===== src/rtl/uart_mem_arbiter.sv =====
// Two-port memory arbiter that tunnels IF/MEM requests over a shared UART byte
// stream: one packet out per granted request, one response back, one done pulse.
module uart_mem_arbiter #(
  parameter int unsigned TIMEOUT = 0
) (
  input  logic        CLK,
  input  logic        RST,
  input  logic        req0_valid,
  input  logic        req0_we,
  input  logic [31:0] req0_addr,
  input  logic [31:0] req0_wdata,
  input  logic [3:0]  req0_mask,
  output logic        req0_done,
  output logic [31:0] req0_rdata,
  output logic        req0_err,
  input  logic        req1_valid,
  input  logic        req1_we,
  input  logic [31:0] req1_addr,
  input  logic [31:0] req1_wdata,
  input  logic [3:0]  req1_mask,
  output logic        req1_done,
  output logic [31:0] req1_rdata,
  output logic        req1_err,
  output logic        send_flag,
  output logic [7:0]  send_data,
  input  logic        sendable,
  output logic        recv_flag,
  input  logic [7:0]  recv_data,
  input  logic        receivable
);

  localparam int unsigned TW = (TIMEOUT > 0) ? $clog2(TIMEOUT + 1) : 1;

  typedef enum logic [2:0] {
    IDLE, SEND_HDR, SEND_ADDR, SEND_DATA, WAIT_RESP, DONE
  } state_t;

  state_t          state_q, state_d;
  logic            last_grant_q, last_grant_d;
  logic            id_q, id_d;
  logic            we_q, we_d;
  logic [31:0]     addr_q, addr_d;
  logic [31:0]     wdata_q, wdata_d;
  logic [3:0]      mask_q, mask_d;
  logic [1:0]      cnt_q, cnt_d;
  logic [31:0]     shift_q, shift_d;
  logic [TW-1:0]   tcnt_q, tcnt_d;
  logic            err_q, err_d;
  logic [31:0]     rdata0_q, rdata0_d;
  logic [31:0]     rdata1_q, rdata1_d;
  logic            grant;
  logic            fin;
  logic [31:0]     resp_val;

  // NOTE: every comb output gets a default before the case, so no path can infer a latch.
  always_comb begin
    state_d      = state_q;
    last_grant_d = last_grant_q;
    id_d         = id_q;
    we_d         = we_q;
    addr_d       = addr_q;
    wdata_d      = wdata_q;
    mask_d       = mask_q;
    cnt_d        = cnt_q;
    shift_d      = shift_q;
    tcnt_d       = '0;
    err_d        = err_q;
    rdata0_d     = rdata0_q;
    rdata1_d     = rdata1_q;
    send_flag    = 1'b0;
    send_data    = 8'h00;
    recv_flag    = 1'b0;
    grant        = 1'b0;
    fin          = 1'b0;
    resp_val     = '0;

    case (state_q)
      IDLE: begin
        if (req0_valid || req1_valid) begin
          // On a tie the port that did not win last time gets the link.
          grant        = (req0_valid && req1_valid) ? ~last_grant_q : req1_valid;
          last_grant_d = grant;
          id_d         = grant;
          we_d         = grant ? req1_we    : req0_we;
          addr_d       = grant ? req1_addr  : req0_addr;
          wdata_d      = grant ? req1_wdata : req0_wdata;
          mask_d       = grant ? req1_mask  : req0_mask;
          cnt_d        = '0;
          shift_d      = '0;
          state_d      = SEND_HDR;
        end
      end
      SEND_HDR: begin
        send_flag = sendable;
        send_data = {id_q, we_q, 2'b00, mask_q};
        if (sendable) state_d = SEND_ADDR;
      end
      SEND_ADDR: begin
        send_flag = sendable;
        send_data = addr_q[{cnt_q, 3'b000} +: 8];
        if (sendable) begin
          cnt_d = cnt_q + 2'd1;
          if (cnt_q == 2'd3) state_d = we_q ? SEND_DATA : WAIT_RESP;
        end
      end
      SEND_DATA: begin
        send_flag = sendable;
        send_data = wdata_q[{cnt_q, 3'b000} +: 8];
        if (sendable) begin
          cnt_d = cnt_q + 2'd1;
          if (cnt_q == 2'd3) state_d = WAIT_RESP;
        end
      end
      WAIT_RESP: begin
        recv_flag = receivable;
        if (receivable) begin
          shift_d[{cnt_q, 3'b000} +: 8] = recv_data;
          cnt_d = cnt_q + 2'd1;
          // A write is answered by a single ack byte whose value is irrelevant.
          if (we_q || cnt_q == 2'd3) begin
            state_d  = DONE;
            fin      = 1'b1;
            err_d    = 1'b0;
            resp_val = we_q ? (id_q ? rdata1_q : rdata0_q) : shift_d;
          end
        end else if (TIMEOUT != 0) begin
          tcnt_d = tcnt_q + TW'(1);
          if (tcnt_d == TW'(TIMEOUT)) begin
            state_d  = DONE;
            fin      = 1'b1;
            err_d    = 1'b1;
            resp_val = '0;
          end
        end
      end
      DONE:    state_d = IDLE;
      default: state_d = IDLE;
    endcase

    if (fin) begin
      if (id_q) rdata1_d = resp_val;
      else      rdata0_d = resp_val;
    end
  end

  // NOTE: sequential state uses non-blocking assignments only; reset is asynchronous.
  always_ff @(posedge CLK or posedge RST) begin
    if (RST) begin
      state_q      <= IDLE;
      last_grant_q <= 1'b1;
      id_q         <= 1'b0;
      we_q         <= 1'b0;
      addr_q       <= '0;
      wdata_q      <= '0;
      mask_q       <= '0;
      cnt_q        <= '0;
      shift_q      <= '0;
      tcnt_q       <= '0;
      err_q        <= 1'b0;
      rdata0_q     <= '0;
      rdata1_q     <= '0;
    end else begin
      state_q      <= state_d;
      last_grant_q <= last_grant_d;
      id_q         <= id_d;
      we_q         <= we_d;
      addr_q       <= addr_d;
      wdata_q      <= wdata_d;
      mask_q       <= mask_d;
      cnt_q        <= cnt_d;
      shift_q      <= shift_d;
      tcnt_q       <= tcnt_d;
      err_q        <= err_d;
      rdata0_q     <= rdata0_d;
      rdata1_q     <= rdata1_d;
    end
  end

  assign req0_done  = (state_q == DONE) && !id_q;
  assign req1_done  = (state_q == DONE) &&  id_q;
  assign req0_err   = req0_done && err_q;
  assign req1_err   = req1_done && err_q;
  assign req0_rdata = rdata0_q;
  assign req1_rdata = rdata1_q;

endmodule


===== config.mk =====
export PLATFORM = sky130hd
export DESIGN_NAME = uart_mem_arbiter
export DESIGN_NICKNAME = d
export VERILOG_FILES = /design/src/rtl/uart_mem_arbiter.sv
export SDC_FILE = /design/constraint.sdc
export NUM_CORES = 1
export LEC_CHECK = 0
export BUFFER_PORTS_ARGS = -buffer_cell sky130_fd_sc_hd__buf_2
export CAP_MARGIN = 20
export CORE_MARGIN = 3
export CORE_UTILIZATION = 40
export CTS_CLUSTER_SIZE = 16
export DETAILED_ROUTE_END_ITERATION = 8
export SLEW_MARGIN = 20
export SYNTH_ARGS = -nofsm -noshare
export SYNTH_HDL_FRONTEND = slang
export SYNTH_SLANG_ARGS = --single-unit

===== constraint.sdc =====
create_clock -name CLK -period 6.79 [get_ports CLK]
set_clock_uncertainty 0.05 [all_clocks]
set_input_delay 1.358 -clock CLK [delete_from_list [all_inputs] [get_ports CLK]]
set_output_delay 1.358 -clock CLK [all_outputs]
set_load 0.02 [all_outputs]

==> metrics.cfg, run 1 <==
[status]
status=completed

[drt]
antenna_left=0
dr_total_vias=6655
firstDrtPassIters=5
wirelength_um=23300
wl_per_cell_um=18.5
avgViaCountPerCell=5.29
first_iter_violations=305
post-route-drc-count=0

[die]
io_pins=230
die_y_um=154
start_util=0.412
row_count=53
die_w_um=154
dieArea_sq_mm=0.0236
coreArea_sq_mm=0.0212

[finish]
nFillCells=1967
multi_input_area_sq_mm=0.00403
syn_to_final_growth_pct=20.6
regArea_sq_mm=0.00431
diodes=0
final_net_count=1129
drive_gt1_frac=0.355
finish.utilization=0.497

[critical_path]
crit_slowest_cell=dfrtp_1
crit_chain=clkinv_1 > o22ai_1 > mux2_2 > o31ai_1 > buf_2
max_stage_delay_ps=990
end_kind=output pin
cp-start-kind=register
critPathArrivalTime_ps=2840
worst-endpoint-required_ps=5380
crit_type=reg -> out
critPathMaxFanout=26
worst_r2r_path_depth=6

[power]
clkPwrFrac=0.243
ir_drop_mv=0.213
p_int_mw=2.47
power.density_mw_per_mm2=386
seqPwrFrac=0.374
leakage_nw=5.17
sw_frac_of_total=0.392
switchingPower_mw=1.59
power_mw=4.06
pwr-share-comb=0.384

[clock_tree]
clk_latency_ps=440
post_cts.repair.setup_buffers=0
cts_buffer_depth=2
hold_buffers=0
htree_num_levels=4
cts_resized=0
numCtsBuffers=17
cts_tree=yes
clkSinkCount=172
cts.clk_slew.worst_paths_ps=70
cts-root-buf=clkbuf_16

[global_route]
grt_max_degree=99
grt_pass1_vias=6748
grt-ovfl-total=0
grt_usage=0.199
antenna_found_initial=0
grt_pass1_wl_um=37200

[place]
pre_cts_ws_ps=2920
portBuffers=227
hpwl_um=16600
gp_congestion=0.789

[sta]
rsz0062_at_grt=false
hold-worst-slack_ps=425
finalSetupViolCount=0
slew-limit-headroom=0.341
slew_violations=0
timing.setup.tns_ps=0
fin_crit_sh=0.625
worst_slew_pin_slew_ps=989
timing.final.crit_period_ps=4250
finalHoldViolCount=0
maxClockFrequency_mhz=236
finalWorstSetupSlack_ps=2540

[synthesis]
synth_ff_type=dfrtp_1
ys_async_sr_fraction=1.00
synth_area_leaders=dfrtp_1 (49%), mux2i_1 (11%), a21oi_1 (7.0%)
synth-seq-area-share=0.493
synth_edf_count=0
synth-seq-cells=172
synth_commonest_cells=dfrtp_1 (171), a21oi_1 (122), mux2i_1 (98), nor2_1 (79), mux2_2 (42)
yosys.cell_count.top_type=dfrtp_1
netlist.area_leader.share=0.490
syn_avg_cell_area_sq_um=11.2
yosys_warnings=0
syn_area_sq_mm=0.00873
syn_inst=783
synth_cell_types=51
synth_top_area_cell=dfrtp_1

[min_path]
hold_path.class=reg -> reg
hold_path_depth=2

[flow_run]
max-cap-violations=0

## critical path, delay by kind of cell, from the launching register on
kind | cells | cell delay, ps
AOI/OAI and AO/OA | 2 | 380
buffers and inverters | 2 | 820
DFF | 1 | 990
muxes | 1 | 220
## power groups by stage
stage | Clock (mW) | Combinational, mW | Sequential [mW]
floorplan | 0 | 1.21 | 1.45
global placement | 0 | 1.55 | 1.53
detailed placement | 0 | 1.57 | 1.54
CTS | 1.00 | 1.58 | 1.52
global route | 1.04 | 1.74 | 1.56
finish | 0.986 | 1.56 | 1.52
## registers in the layout, indices dropped and copies added (netlist names), 2 cells and up
| register | cells |
|---|---|
| addr_q | 32 |
| req0_rdata | 32 |
| req1_rdata | 32 |
| shift_q | 32 |
| wdata_q | 32 |
| mask_q | 4 |
| state_q | 3 |
| cnt_q | 2 |
## metal layers
metal	part of all wire	GRT usage	vias up
met3	0.049	0.0400	12
met2	0.50	0.337	198
met5	0	0	-
met1	0.44	0.265	3217
met4	0.0086	0.0475	0
li1	-	-	3228
## metrics by stage
stage	cell area (sq um)	cells
2_1_floorplan	8740	784
3_3_place_gp	9950	1227
3_5_place_dp	9950	1227
4_1_cts	10500	1259
5_1_grt	10500	1259
6_report	10500	1259
## final timing paths
| path | from | end | slack (ps) |
|---|---|---|---|
| min in group asynchronous | RST | req1_rdata[3]$_DFFE_PP0P_ | 960 |
| setup / recovery | cnt_q[0]$_DFFE_PP0P_ | send_data[6] | 2540 |
| setup reg to reg | cnt_q[0]$_DFFE_PP0P_ | req0_rdata[23]$_DFFE_PP0P_ | 3030 |
| hold reg to reg | req1_rdata[7]$_DFFE_PP0P_ | req1_rdata[7]$_DFFE_PP0P_ | 430 |
| max in group asynchronous | RST | req0_rdata[10]$_DFFE_PP0P_ | 4570 |
| hold / removal | req1_rdata[7]$_DFFE_PP0P_ | req1_rdata[7]$_DFFE_PP0P_ | 430 |
## placed cells by master, fill, tap and decap left out, drive strengths merged, types with 5 or more instances in the layout
| cell type | count |
|---|---|
| mux2i | 98 |
| o22ai | 7 |
| nor2b | 11 |
| o21ai | 16 |
| inv | 13 |
| clkinv | 5 |
| nor2 | 80 |
| mux4 | 5 |
| a22o | 32 |
| ha | 6 |
| a221oi | 24 |
| clkbuf | 18 |
| dfrtp | 171 |
| buf | 239 |
| nand2 | 22 |
| mux2 | 62 |
| a21oi | 122 |
## cell type report
class	instances	share of cell area
clock inverters	14	0.0152
inverters	9	0.00368
multi-input cells	532	0.382
flip-flops and latches	172	0.409
repair buffers	239	0.116
well taps	275	0.0327
clock buffers	18	0.0407
## kinds of logic after synthesis
| kind of cell | after synthesis | synth area share |
|---|---|---|
| compound gates | 219 | 0.158 |
| other cells | 1 | 0.000429 |
| simple gates | 140 | 0.0774 |
| fa+ha+maj | 6 | 0.00860 |
| flops | 172 | 0.493 |
| buf+inv | 80 | 0.0487 |
| mux | 165 | 0.214 |
Power figures use the tool's default switching activity.
==> run 2, diff against run 1 <==
- ABC_AREA: not set -> 1
- clock period: 6.79 -> 4.15 ns (I/O delays scaled with it)
==> metrics.cfg, run 2 <==
[sta]
finalWorstSetupSlack_ps=625  ; was 2540 ps
rsz0062_at_grt=false  ; unchanged
worst_slew_pin_slew_ps=746  ; was 989 ps
slew_violations=0  ; unchanged
timing.setup.tns_ps=0  ; unchanged
timing.final.crit_period_ps=3520
finalSetupViolCount=0  ; unchanged
slew-limit-headroom=0.503  ; was 0.341
maxClockFrequency_mhz=284
finalHoldViolCount=0  ; unchanged
fin_crit_sh=0.849

[global_route]
grt_usage=0.224  ; was 0.199
antenna_found_initial=1  ; was 0
grt-ovfl-total=0  ; unchanged
grt_max_degree=133  ; was 99
grt_pass1_wl_um=46500  ; was 37200 um
grt_pass1_vias=8766  ; was 6748

[die]
row_count=55  ; was 53
die_y_um=159  ; was 154 um
io_pins=230  ; unchanged
die_w_um=159  ; was 154 um
start_util=0.412  ; about the same
dieArea_sq_mm=0.0254  ; was 0.0236 sq mm
coreArea_sq_mm=0.0228  ; was 0.0212 sq mm

[clock_tree]
cts_resized=0  ; unchanged
clkSinkCount=172  ; unchanged
cts_tree=yes  ; unchanged
cts.clk_slew.worst_paths_ps=70  ; about the same
cts_buffer_depth=2  ; unchanged
numCtsBuffers=17  ; unchanged
clk_latency_ps=440  ; about the same
htree_num_levels=4  ; unchanged
cts-root-buf=clkbuf_16  ; unchanged
post_cts.repair.setup_buffers=0  ; unchanged
hold_buffers=0  ; unchanged

[power]
power.density_mw_per_mm2=686  ; was 386 mW/mm^2
clkPwrFrac=0.203  ; was 0.243
power_mw=7.65  ; was 4.06 mW
seqPwrFrac=0.333  ; was 0.374
sw_frac_of_total=0.461  ; was 0.392
ir_drop_mv=0.351  ; was 0.213 mV
leakage_nw=5.65  ; was 5.17 nW
p_int_mw=4.12  ; was 2.47 mW
switchingPower_mw=3.53  ; was 1.59 mW
pwr-share-comb=0.465  ; was 0.384

[min_path]
hold_path.class=reg -> reg  ; unchanged

[synthesis]
yosys.area_share.simple=0.257  ; was 0.0774
synth-seq-area-share=0.458  ; was 0.493
synth_ff_type=dfrtp_1  ; unchanged
synth_xor_area_frac=0  ; unchanged
yosys.cell_count.top_type=nand2_1  ; was dfrtp_1
yosys_warnings=0  ; unchanged
synth_top_area_cell=dfrtp_1  ; unchanged
syn_area_sq_mm=0.00941  ; was 0.00873 sq mm
syn_inst=1244  ; was 783
synth_edf_count=0  ; unchanged
ys_async_sr_fraction=1.00  ; unchanged
synth-seq-cells=172  ; unchanged
synth_compound_area_frac=0.169  ; was 0.158
synth_fa_ha_area_frac=0.00798  ; was 0.00860
synth_cell_types=35  ; was 51
muxShareOfSynthArea=0  ; was 0.214
synth_area_leaders=dfrtp_1 (45%), nand2_1 (12%), o21ai_0 (8.2%)  ; was dfrtp_1 (49%), mux2i_1 (11%), a21oi_1 (7.0%)
syn_avg_cell_area_sq_um=7.56  ; was 11.2 sq um
synth_commonest_cells=nand2_1 (313), dfrtp_1 (171), o21ai_0 (154), inv_1 (129), nand3_1 (97)  ; was dfrtp_1 (171), a21oi_1 (122), mux2i_1 (98), nor2_1 (79), mux2_2 (42)
netlist.area_leader.share=0.455  ; was 0.490
synth_top_family_by_area=simple AND/OR/NAND/NOR gates  ; was multiplexers

[drt]
avgViaCountPerCell=5.22  ; was 5.29
antenna_left=0  ; unchanged
wl_per_cell_um=16.4  ; was 18.5 um
post-route-drc-count=0  ; unchanged
firstDrtPassIters=6  ; was 5
first_iter_violations=739  ; was 305
dr_total_vias=9121  ; was 6655
wirelength_um=28600  ; was 23300 um

[finish]
drive_gt1_frac=0.205  ; was 0.355
multi_input_area_sq_mm=0.00409  ; was 0.00403 sq mm
final_common_cell=nand2_1  ; was buf_2
nFillCells=2333  ; was 1967
final_cell_mix=nand2_1 (312), buf_2 (227), dfrtp_1 (170), o21ai_0 (154), inv_1 (127)  ; was buf_2 (227), dfrtp_1 (169), a21oi_1 (122), mux2i_1 (98), nor2_1 (79)
final_net_count=1578  ; was 1129
regArea_sq_mm=0.00431  ; about the same
finish.utilization=0.488  ; was 0.497
final_cells=1747  ; was 1259
syn_to_final_growth_pct=18.5  ; was 20.6%

[flow_run]
max-cap-violations=0  ; unchanged

[place]
portBuffers=227  ; unchanged
pre_cts_ws_ps=1180  ; was 2920 ps
dp.cells=1714  ; was 1227
hpwl_um=20300  ; was 16600 um
gp_congestion=0.855  ; was 0.789

[critical_path]
cp-start-kind=register  ; unchanged
critPathArrivalTime_ps=2640  ; was 2840 ps
end_kind=output pin  ; unchanged
crit_type=reg -> out  ; unchanged
critPathMaxFanout=35  ; was 26
worst-endpoint-required_ps=3270  ; was 5380 ps

[status]
status=completed  ; unchanged

run 2: cell count changes after synthesis, moves of 20 or more:
| cell | delta |
|---|---|
| mux2i_1 | -98 |
| inv_1 | +121 |
| mux2_4 | -20 |
| a221oi_1 | -24 |
| a22o_1 | -32 |
| nand2_1 | +291 |
| mux2_2 | -42 |
| o211ai_1 | +22 |
| nand4_1 | +45 |
| nand3_1 | +96 |
| o22ai_1 | +54 |
| o21ai_0 | +141 |
| a21oi_1 | -109 |
run 2: area by class of cell:
cell class | instances | area share
timing repair buffer | 241 | 0.115
antenna | 1 | 0.000224
sequential | 172 | 0.386
clock buffer | 17 | 0.0382
inverter | 137 | 0.0469
clock inverter | 15 | 0.0117
tap | 313 | 0.0351
multi-input combinational | 851 | 0.367
run 2: cell families after synthesis:
| family | count (synthesis) |
|---|---|
| and+or+nand+nor | 562 |
| AOI/OAI and AO/OA | 281 |
| buffers and inverters | 222 |
| DFF | 172 |
| adders and majority gates | 6 |
| other | 1 |
run 2: power groups by stage:
stage | clock (mW) | combinational [mW] | sequential [mW]
2_1_floorplan | 0 | 2.46 | 2.66
3_3_place_gp | 0 | 3.52 | 2.56
3_5_place_dp | 0 | 3.54 | 2.57
4_1_cts | 1.57 | 3.56 | 2.54
5_1_grt | 1.64 | 4.00 | 2.61
6_report | 1.55 | 3.55 | 2.54
run 2: critical path: stages (launching register included):
cell	delay [ps]
dfrtp_1	510
inv_1	190
nand3_2	540
nand2_1	210
nand3_1	140
nand3_1	110
nand2_1	60
nor2_1	220
buf_2	220
run 2: per-stage QoR:
stage | area [sq um] | hold slack, ps
after floorplan | 9420 | 393
after global placement | 10600 | 407
after detailed placement | 10600 | 408
after CTS | 11100 | 425
after global routing | 11100 | 452
final | 11100 | 420
run 2: final timing paths:
path,from,cells after the start,slack [ps],end
min reg2reg,last_grant_q$_DFFE_PP1P_,2,420,last_grant_q$_DFFE_PP1P_
max in group asynchronous,RST,3,2770,last_grant_q$_DFFE_PP1P_
min,last_grant_q$_DFFE_PP1P_,2,420,last_grant_q$_DFFE_PP1P_
max,state_q[2]$_DFFE_PP0P_,8,630,send_data[5]
max reg2reg,cnt_q[0]$_DFFE_PP0P_,10,1240,req1_rdata[20]$_DFFE_PP0P_
min in group asynchronous,RST,2,430,req1_rdata[2]$_DFFE_PP0P_
run 2: layer usage:
metal  part of all wire  wire (um)  GRT usage
met5                  0          0          0
met3              0.055       1580     0.0401
met4              0.022        639     0.0684
met1               0.44      12700      0.310
met2               0.48      13700      0.361
